`config.mk`:
```
export PLATFORM = sky130hd
export DESIGN_NAME = fetch_pc_unit
export DESIGN_NICKNAME = d
export VERILOG_FILES = /design/src/rtl/cpu_fetch_pkg.sv /design/src/rtl/pc_incrementer.sv /design/src/rtl/fetch_pc_unit.sv
export SDC_FILE = /design/constraint.sdc
export NUM_CORES = 1
export LEC_CHECK = 0
export ABC_AREA = 1
export CORE_MARGIN = 10
export CORE_UTILIZATION = 43
export CTS_BUF_LIST = sky130_fd_sc_hd__clkbuf_4
export CTS_CLUSTER_DIAMETER = 200
export CTS_CLUSTER_SIZE = 12
export DETAILED_ROUTE_END_ITERATION = 8
export GPL_ROUTABILITY_DRIVEN = 0
export PLACE_DENSITY = 0.88
export SLEW_MARGIN = 0
export SYNTH_ARGS = -nofsm -noshare
export SYNTH_HDL_FRONTEND = slang
export SYNTH_HIERARCHICAL = 1
export SYNTH_SLANG_ARGS = --single-unit
```
`constraint.sdc`:
```
create_clock -name clk -period 2.5 [get_ports clk]
set_input_delay 0.25 -clock clk [delete_from_list [all_inputs] [get_ports clk]]
set_output_delay 0.25 -clock clk [all_outputs]
set_load 0.01 [all_outputs]
```
`src/rtl/cpu_fetch_pkg.sv`:
```
// Shared types and constants for the fetch stage.
// FETCH_ALIGN_CHECK_EN adds the FAULT state used by the misaligned-target check.
package cpu_fetch_pkg;

  localparam logic [31:0] RESET_PC_DEFAULT = 32'h0000_0000;
  localparam int          INSTR_BYTES      = 4;

`ifdef FETCH_ALIGN_CHECK_EN
  typedef enum logic [1:0] {
    ST_IDLE  = 2'd0,
    ST_REQ   = 2'd1,
    ST_HOLD  = 2'd2,
    ST_FAULT = 2'd3
  } fetch_state_e;
`else
  typedef enum logic [1:0] {
    ST_IDLE = 2'd0,
    ST_REQ  = 2'd1,
    ST_HOLD = 2'd2
  } fetch_state_e;
`endif

  function automatic logic [31:0] word_align(input logic [31:0] addr);
    return {addr[31:2], 2'b00};
  endfunction

endpackage

```
`src/rtl/pc_incrementer.sv`:
```
// Sequential-PC adder: pc + INSTR_BYTES, wrapping modulo 2^32.
module pc_incrementer
  import cpu_fetch_pkg::*;
(
  input  logic [31:0] pc,
  output logic [31:0] pc_plus4
);

  assign pc_plus4 = pc + 32'(INSTR_BYTES);

endmodule

```
`src/rtl/fetch_pc_unit.sv`:
```
// PC register and single-outstanding instruction fetch for decode.
// Define FETCH_ALIGN_CHECK_EN to trap misaligned next-PC targets into a sticky FAULT.
module fetch_pc_unit
  import cpu_fetch_pkg::*;
#(
  parameter logic [31:0] RESET_PC = RESET_PC_DEFAULT
) (
  input  logic        clk,
  input  logic        rst_n,
  input  logic [31:0] next_pc,
  input  logic        stall,
  output logic [31:0] pc,
  output logic [31:0] pc_plus4,
  output logic        imem_req,
  output logic [31:0] imem_addr,
  input  logic        imem_ack,
  input  logic [31:0] imem_rdata,
  output logic [31:0] instr,
  output logic        instr_valid
`ifdef FETCH_ALIGN_CHECK_EN
  ,
  output logic        misalign
`endif
);

  fetch_state_e state_q, state_d;
  logic [31:0]  pc_q, pc_d;
  logic [31:0]  instr_q, instr_d;
  logic         instr_valid_q, instr_valid_d;
  logic         imem_req_q, imem_req_d;
  logic         boot_q, boot_d;
`ifdef FETCH_ALIGN_CHECK_EN
  logic         misalign_q, misalign_d;
`else
  logic         unused_next_pc_lsbs;
  assign unused_next_pc_lsbs = ^next_pc[1:0];
`endif

  pc_incrementer u_pc_inc (
    .pc       (pc_q),
    .pc_plus4 (pc_plus4)
  );

  // boot_q holds IDLE for the one cycle after the reset-release edge.
  always_comb begin
    state_d       = state_q;
    pc_d          = pc_q;
    instr_d       = instr_q;
    instr_valid_d = instr_valid_q;
    imem_req_d    = imem_req_q;
    boot_d        = boot_q;
`ifdef FETCH_ALIGN_CHECK_EN
    misalign_d    = misalign_q;
`endif
    case (state_q)
      ST_IDLE: begin
        boot_d = 1'b1;
        if (boot_q) begin
          state_d    = ST_REQ;
          imem_req_d = 1'b1;
        end
      end
      ST_REQ: begin
        if (imem_ack) begin
          instr_d       = imem_rdata;
          instr_valid_d = 1'b1;
          imem_req_d    = 1'b0;
          state_d       = ST_HOLD;
        end
      end
      ST_HOLD: begin
        if (!stall) begin
          instr_valid_d = 1'b0;
`ifdef FETCH_ALIGN_CHECK_EN
          pc_d = next_pc;
          if (next_pc[1:0] != 2'b00) begin
            misalign_d = 1'b1;
            state_d    = ST_FAULT;
          end else begin
            imem_req_d = 1'b1;
            state_d    = ST_REQ;
          end
`else
          pc_d       = word_align(next_pc);
          imem_req_d = 1'b1;
          state_d    = ST_REQ;
`endif
        end
      end
`ifdef FETCH_ALIGN_CHECK_EN
      ST_FAULT: begin
        imem_req_d    = 1'b0;
        instr_valid_d = 1'b0;
      end
`endif
      default: begin
        state_d       = ST_IDLE;
        imem_req_d    = 1'b0;
        instr_valid_d = 1'b0;
      end
    endcase
  end

  always_ff @(posedge clk) begin
    if (!rst_n) begin
      state_q       <= ST_IDLE;
      pc_q          <= RESET_PC;
      instr_q       <= 32'h0;
      instr_valid_q <= 1'b0;
      imem_req_q    <= 1'b0;
      boot_q        <= 1'b0;
`ifdef FETCH_ALIGN_CHECK_EN
      misalign_q    <= 1'b0;
`endif
    end else begin
      state_q       <= state_d;
      pc_q          <= pc_d;
      instr_q       <= instr_d;
      instr_valid_q <= instr_valid_d;
      imem_req_q    <= imem_req_d;
      boot_q        <= boot_d;
`ifdef FETCH_ALIGN_CHECK_EN
      misalign_q    <= misalign_d;
`endif
    end
  end

  assign pc          = pc_q;
  assign imem_addr   = pc_q;
  assign imem_req    = imem_req_q;
  assign instr       = instr_q;
  assign instr_valid = instr_valid_q;
`ifdef FETCH_ALIGN_CHECK_EN
  assign misalign    = misalign_q;
`endif

endmodule

```
After elaboration in Yosys (flattened, before gate mapping)
Index checks and enable logic that the tools add are counted.
{"block": "totals", "reg_bits": 67, "in_bits": 68, "out_inout_bits": 130, "wordCells": 30}
{"block": "op_classes", "addsub": 1, "n_eq_ne": 5, "mux": 11, "bitwise": 2, "reduce_logical": 5}
{"cell": "$add A32 B3 Y32 const B", "n": 1}
{"cell": "$mux W2", "n": 3}
{"cell": "$ne A2 B2 Y1 const B", "n": 3}
{"cell": "$pmux W1 S3", "n": 2}
{"cell": "$pmux W2 S3", "n": 1}
{"cell": "$reduce_and A3 Y1", "n": 2}
{"cell": "$mux W1", "n": 5}
{"cell": "$reduce_and A2 Y1", "n": 2}
{"cell": "$eq A2 B1 Y1 const B", "n": 1}
{"cell": "$eq A2 B2 Y1 const B", "n": 1}
{"cell": "$logic_not A2 Y1", "n": 1}
{"cell": "$not A1 Y1", "n": 2}

Logic depth before layout (Yosys ltp)
Gate-level depths: netlist (run 1).
{"block": "logic_depth", "ltp_word": 3, "depth_mapped": 8}

Modules after synthesis
The synthesis (run 1) kept the hierarchy.
{"mod": "fetch_pc_unit", "n_inst": 1, "cells_each": 328, "area_per_inst_um2": 2715.1, "seq_area_each_um2": 1321.3}
{"mod": "pc_incrementer", "n_inst": 1, "cells_each": 177, "area_per_inst_um2": 909.6, "seq_area_each_um2": 0.0}

Worst setup path before layout (run 1)
No wires, ideal clock.
{"block": "synth_path", "kind": "flip-flop to output port", "start": "register pc_q[3], in the netlist imem_addr[3]", "end": "output port pc_plus4[18]", "arrival_time_ns": 1.347, "t_required_ns": 2.250, "slack_ns": 0.903, "stages_incl_launch_ff": 7, "n_path_buf": 0, "cell_sequence": "dfxtp_1 -> ha_1 -> nand2_1 -> nor2_2 -> nand2_4 -> nor2_4 -> xor2_1"}
{"block": "synth_via", "elab_chain_cells": 1}
{"item": "start, declared", "line": "fetch_pc_unit.sv:27", "text": "logic [31:0] pc_q, pc_d;"}
{"item": "start signal, assigned", "line": "fetch_pc_unit.sv:117", "text": "pc_q <= pc_d;"}
{"item": "$add A32 B3 Y32", "line": "pc_incrementer.sv:9", "text": "assign pc_plus4 = pc + 32'(INSTR_BYTES);"}
{"item": "end, declared", "line": "fetch_pc_unit.sv:13", "text": "output logic [31:0] pc_plus4,"}
Every way passes these cells.

Worst setup path after layout (run 1)
{"block": "layout_path", "start": "register pc_q[3], in the netlist imem_addr[3]", "end": "output port pc_plus4[28]"}
Same word-level chain as after synthesis.

==> results of run 1 <==
==> synth_stat cells (all sizes together) <==
master / count / share of area, %
clkinv: 1 / 0.10
nand3: 40 / 5.5
conb: 1 / 0.10
nor3: 2 / 0.28
clkbuf: 5 / 0.52
a21o: 1 / 0.21
xnor2: 5 / 1.2
nor2: 45 / 7.3
nand2: 120 / 13
and2: 2 / 0.35
dfxtp: 66 / 36
o21ai: 32 / 4.4
nand3b: 8 / 2.0
a21oi: 64 / 9.0
inv: 48 / 5.0
xor2: 10 / 2.6
buf: 54 / 11
ha: 1 / 0.35
==> metrics by stage <==
stage               hold WS, ns  power, mW  instances  instance area [um2]  setup slack [ns]
global route             0.3880      2.582        765                 5519          0.003922
floorplan                0.4144      1.402        510                 3643            0.9035
detailed placement       0.4535      1.653        748                 5264            0.3046
CTS                      0.3781      2.505        764                 5450          0.001001
finish                   0.4106      2.469        765                 5519            0.1243
global placement         0.4471      1.640        748                 5264            0.3812
==> cell families after synthesis <==
family,after synthesis,share of synthesized area [%]
fa+ha+maj,1,0.3451
flops,66,36.45
simple gates,217,28.79
compound gates,97,13.67
buf+inv,108,16.81
xor+xnor,15,3.832
other cells,1,0.1035
==> power breakdown <==
part	internal [mW]	switching (mW)	leakage, nW
registers	1.09	0.0527	0.550
clock network	0.414	0.434	0.0867
logic	0.264	0.209	1.49
total	1.77	0.696	2.13
==> worst max-delay path by stage <==
stage                   end                  startpoint
2_1_floorplan  pc_plus4[18]   imem_addr[3]$_SDFFE_PN0P_
3_3_place_gp   pc_plus4[14]   imem_addr[3]$_SDFFE_PN0P_
3_5_place_dp   pc_plus4[24]   imem_addr[3]$_SDFFE_PN0P_
4_1_cts        pc_plus4[31]  imem_addr[17]$_SDFFE_PN0P_
5_1_grt        pc_plus4[21]  imem_addr[16]$_SDFFE_PN0P_
6_report       pc_plus4[28]   imem_addr[3]$_SDFFE_PN0P_
==> per-layer routing <==
| layer | up-vias | GRT usage [%] | wire length [um] |
|---|---|---|---|
| li1 | 1868 | - | - |
| met3 | 23 | 9.608 | 1598 |
| met5 | - | 0 | 0 |
| met2 | 198 | 32.40 | 5957 |
| met4 | 0 | 6.684 | 256 |
| met1 | 1715 | 18.80 | 4441 |
==> placed cells by master, fill, tap and decap left out, drive strengths merged <==
cell | synthesis | routed
clkinvlp | 0 | 1
buf | 54 | 4
o21ai | 32 | 32
nand3b | 8 | 8
ha | 1 | 1
clkbuf | 5 | 9
clkinv | 1 | 4
nand3 | 40 | 40
xnor2 | 5 | 5
bufinv | 0 | 2
dlygate4sd2 | 0 | 4
conb | 1 | 6
a21o | 1 | 1
and2 | 2 | 2
nand2 | 120 | 120
a21oi | 64 | 64
clkdlybuf4s50 | 0 | 180
inv | 48 | 49
dfxtp | 66 | 66
dlymetal6s2s | 0 | 5
nor3 | 2 | 2
nor2 | 45 | 45
xor2 | 10 | 10
==> state kept, by name, summed over array words and instances, names as in the netlist <==
signal,count
state_q,2
instr,32
instr_valid,1
boot_q,1
imem_addr,30
==> area by class of cell <==
cell class,instances,area (um2),share of cell area [%]
sequential,66,1374,24.89
tap,105,131.4,2.380
multi-input combinational,336,1730,31.35
clock inverter,7,102.6,1.859
timing repair buffer,193,1929,34.96
inverter,49,183.9,3.333
clock buffer,9,67.56,1.224
==> critical path: cells and delay by family (launching register included) <==
family | cells | cell delay [ns]
simple gates | 5 | 0.58
buf+inv | 1 | 0.54
fa+ha+maj | 1 | 0.21
flops | 1 | 0.39
==> timing repair <==
item / in CTS / in global routing
gates resized for setup: 14 / 33
endpoints found under the setup margin: 14 / 17
pin swaps: 0 / 2
setup buffers: 0 / 1
gates cloned: 0 / 0
==> metrics.md, run 1 <==
| Metric | Value |
|---|---|
| Status | finished clean |
| Critical Path Most Common Cell | nand3_1 |
| Die Span X | 111.8 um |
| Clk buf depth | 2 |
| Die area | 12500 um2 |
| Overall die height | 111.8 um |
| Hold path start | imem_rdata[19] |
| CP startpoint kind | register |
| Initial Util | 44.11% |
| Crit-path max FO | 5 |
| Fmax | 420.9 MHz |
| Detailed Routing Iterations Pass 1 | 6 |
| Synth Warn # | 6 |
| Clock Sinks | 66 |
| First-pass GRT wire length | 19590 um |
| Arrival @ worst endpoint | 2.13 ns |
| Total core area | 8217 um2 |
| Worst Reg-to-Reg Cells | 3 |
| Mapped Cells | 505 |
| Std cell rows | 33 |
| Layout cell share with drive strength beyond 1 | 10.45% |
| Synthesized cell area | 3625 um2 |
| WP data required | 2.25 ns |
| Synth cell types | 31 |
| P_leak | 2.129 nW |
| Final period util | 95.03% |
| Initial antenna violation count | 0 |
| CTS tree | built |
| Number of port buffers | 189 |
| IO Pins | 198 |
| Skew-Pair Late Insertion Delay | 0.41 ns |
| Largest net degree at the start of global routing | 61 |
| Residual DRC count | 0 |
| Max-Slew Margin vs Limit | 59.75% |
| RR Startpoint | state_q[1]$_SDFFE_PN0P_ |
| Min Tclk post-route | 2.376 ns |
| Unrepaired setup endpoints after global routing | no |
| Final Hold Viols | 0 |
| Root buf cell | clkbuf_4 |
| FF-to-FF setup slack | 0.72 ns |
| Crit-path cells | ha_2 -> nand3_1 -> nor2_2 -> and2_1 -> nand3_1 -> nand2_1 -> clkdlybuf4s50_1 |
| Slew Limit Fails | 0 |
| Worst reg2reg endpoint | imem_addr[12]$_SDFFE_PN0P_ |
| Register area share after synthesis | 36.45% |
| Vias | 3804 |
| WL/cell | 16.02 um |
| Final setup skew | 0.01996 ns |
| Hold Buf Count CTS | 0 |
| Hold Path Sink | instr[19]$_SDFFE_PN0P_ |
| Worst hold path type | in2reg |
| PwrDens | 447.3 nW/um2 |
| Nets | 724 |
| FF+latch count, synth | 66 |
| Maximum Capacitance Violations | 0 |
| Final ANT Viol Nets | 0 |
| # fillers | 674 |
| Peak supply drop | 0.3320 mV |
| Final setup vio count | 0 |
| Clock-pin slew on the worst setup and hold paths | 0.13 ns |
| CTS H-tree depth | 3 |
| Total GRT Usage | 18.68% |
| Kind of critical path | reg2out |
| Util after Layout | 67.17% |
| Critical-path top delay cell | clkdlybuf4s50_1 |
| Crit end category | primary output |
| Num CTS Buffers | 9 |
| Syn-to-layout area delta | 52.26% |
| Setup TNS Final | 0 ns |
| Detailed Route WL | 12250 um |
| Hold Crit Depth | 3 |
| Remaining global-route overflow | 0 |
| Least-Margin Pin Slew | 0.6038 ns |
| N_diodes | 0 |
| Vias in the first global route | 3979 |
| Dpl hpwl | 9580 um |
| Via density | 4.973 |
| CP max stage delay | 0.54 ns |
| Iter 0 DRT Violations | 126 |
| Post-Syn Area per Cell | 7.178 um2 |
Power figures use the tool's default switching activity.
==> run 2, diff against run 1 <==
Settings changed: SLEW_MARGIN 0 to 20.
==> results of run 2 <==
Same layout as run 1: the final DEF is identical, and so are final timing and power.
==> run 3, diff against run 2 <==
Settings changed: CORE_UTILIZATION 43 to 57, DONT_BUFFER_PORTS set to 1, PLACE_DENSITY 0.88 to 0.79.
==> metrics.md, run 3 (synthesis results as in run 1) <==
| Metric | Value |
|---|---|
| Arrival @ worst endpoint | 2.04 ns (was 2.13 ns) |
| Unrepaired setup endpoints after global routing | no (unchanged) |
| Final ANT Viol Nets | 0 (unchanged) |
| Clock-pin slew on the worst setup and hold paths | 0.10 ns (was 0.13 ns) |
| P_leak | 1.389 nW (was 2.129 nW) |
| Area of the multi-input gates | 1713 um2 (was 1730 um2) |
| Min Tclk post-route | 2.289 ns (was 2.376 ns) |
| Hold path start | rst_n (was imem_rdata[19]) |
| Vias | 3146 (was 3804) |
| Final Hold Viols | 0 (unchanged) |
| CTS resizes | 0 (was 14) |
| Worst Reg-to-Reg Cells | 5 (was 3) |
| Maximum Capacitance Violations | 0 (unchanged) |
| Clk buf depth | 2 (unchanged) |
| Fmax | 436.8 MHz (was 420.9 MHz) |
| Final worst slack | 0.2106 ns (was 0.1243 ns) |
| Total core area | 6061 um2 (was 8217 um2) |
| First-pass GRT wire length | 15440 um (was 19590 um) |
| Crit-path max FO | 5 (unchanged) |
| WL/cell | 18.05 um (was 16.02 um) |
| Overall die height | 99.75 um (was 111.8 um) |
| CP Launch Point | imem_addr[3]$_SDFFE_PN0P_ (unchanged) |
| Final period util | 91.57% (was 95.03%) |
| CTS H-tree depth | 3 (unchanged) |
| Residual DRC count | 0 (unchanged) |
| CTS tree | built (unchanged) |
| Vias in the first global route | 3007 (was 3979) |
| Std cell rows | 28 (was 33) |
| Least-Margin Pin Slew | 0.9595 ns (was 0.6038 ns) |
| Skew-Pair Late Insertion Delay | 0.39 ns (was 0.41 ns) |
| Slew Limit Fails | 0 (unchanged) |
| Layout cell share with drive strength beyond 1 | 7.475% (was 10.45%) |
| Commonest non-fill, non-tap cells in the layout | nand2_1, dfxtp_1, a21oi_1 (was clkdlybuf4s50_1, nand2_1, a21oi_1) |
| Die Span X | 99.75 um (was 111.8 um) |
| RR Startpoint | state_q[0]$_SDFFE_PN0P_ (was state_q[1]$_SDFFE_PN0P_) |
| Remaining global-route overflow | 0 (unchanged) |
| Die area | 9949 um2 (was 12500 um2) |
| Root buf cell | clkbuf_4 (unchanged) |
| Total GRT Usage | 19.09% (was 18.68%) |
| Initial Util | 59.81% (was 44.11%) |
| Detailed Route WL | 10330 um (was 12250 um) |
| Detailed Routing Iterations Pass 1 | 4 (was 6) |
| PwrDens | 558.5 nW/um2 (was 447.3 nW/um2) |
| Nets | 560 (was 724) |
| CP max stage delay | 0.52 ns (was 0.54 ns) |
| Clock Sinks | 66 (unchanged) |
| Kind of critical path | reg2out (unchanged) |
| Hold Crit Depth | 2 (was 3) |
| IO Pins | 198 (unchanged) |
| Number of port buffers | 0 (was 189) |
| Iter 0 DRT Violations | 137 (was 126) |
| Via density | 5.500 (was 4.973) |
| Crit end category | primary output (unchanged) |
| FF/Latch Area | 1321 um2 (was 1374 um2) |
| Largest net degree at the start of global routing | 61 (unchanged) |
| Placement Setup Slack | 0.6354 ns (was 0.3046 ns) |
| Final setup vio count | 0 (unchanged) |
| Initial antenna violation count | 1 (was 0) |
| Dpl hpwl | 7403 um (was 9580 um) |
| Commonest non-fill, non-tap cell in the layout | nand2_1 (was clkdlybuf4s50_1) |
| Setup TNS Final | 0 ns (unchanged) |
| Max reg flops | 32 (unchanged) |
| Critical-path top delay cell | dfxtp_1 (was clkdlybuf4s50_1) |
| WP data required | 2.25 ns (about the same) |
| Status | finished clean (unchanged) |
| Crit-path cells | ha_1 -> nand2_1 -> nor2_2 -> nand2_4 -> nor2_4 -> xor2_1 (was ha_2 -> nand3_1 -> nor2_2 -> and2_1 -> nand3_1 -> nand2_1 -> clkdlybuf4s50_1) |
| Hold Buf Count CTS | 22 (was 0) |
| Num CTS Buffers | 9 (unchanged) |
| Peak supply drop | 0.4626 mV (was 0.3320 mV) |
| CP startpoint kind | register (unchanged) |
| Max-Slew Margin vs Limit | 35.64% (was 59.75%) |
| Post-CTS setup buffers | 0 (unchanged) |
| Final setup skew | 0.01406 ns (was 0.01996 ns) |
| # fillers | 546 (was 674) |
| Worst hold path type | in2reg (unchanged) |
| Syn-to-layout area delta | 3.072% (was 52.26%) |
-- run 3: cell types whose count changed in the layout (fill, tap and decap cells not counted), moves of 3 or more --
| cell | change |
|---|---|
| clkdlybuf4s50_1 | -180 |
| dlygate4sd3_1 | +28 |
| dfxtp_1 | +24 |
| dfxtp_2 | -15 |
| dfxtp_4 | -9 |
| dlymetal6s2s_1 | -5 |
| dlygate4sd2_1 | -4 |
| buf_4 | -3 |
| clkbuf_4 | +3 |
| clkinv_4 | -3 |
-- run 3: layout make-up --
class / count / share of cell area [%]
multi-input cells: 336 / 45.85
flip-flops and latches: 66 / 35.37
repair buffers: 29 / 7.703
inverters: 49 / 4.923
well taps: 75 / 2.512
clock buffers: 12 / 2.411
clock inverters: 3 / 1.105
diodes: 2 / 0.1340
-- run 3: critical path, delay by kind of cell, from the launching register on --
family | cells | cell delay, ns
xor+xnor | 1 | 0.31
simple gates | 4 | 0.54
fa+ha+maj | 1 | 0.28
flops | 1 | 0.52
-- run 3: metrics by stage --
| step | hold slack [ns] | cells | cell area (um2) | total power [mW] | utilization [%] |
|---|---|---|---|---|---|
| after CTS | 0.00001843 | 564 | 3671 | 2.090 | 60.57 |
| after floorplan | 0.4144 | 510 | 3643 | 1.402 | - |
| after detailed placement | 0.3986 | 527 | 3319 | 1.387 | 54.77 |
| final | 0.02136 | 572 | 3736 | 2.087 | 61.64 |
| after global routing | 0.0009274 | 570 | 3731 | 2.181 | 61.56 |
| after global placement | 0.3939 | 527 | 3319 | 1.381 | 54.77 |
-- run 3: metal layers --
metal  up-vias  GRT usage, %  wire length (um)
met1      1424         18.29              3555
met3        18         11.21              1385
met4         0         6.174               159
met2       159         33.40              5224
met5         -             0                 0
li1       1545             -                 -
-- run 3: power by group --
part	internal [mW]	switching, mW
combinational	0.0837	0.130
sequential	1.10	0.0920
clock	0.331	0.351
-- run 3: worst paths after layout --
check	endpoint	slack (ns)
max	pc_plus4[18]	0.21
min	imem_addr[13]$_SDFFE_PN0P_	0.02
max reg2reg	instr[18]$_SDFFE_PN0P_	0.46
min reg2reg	boot_q$_SDFFE_PN0N_	0.49
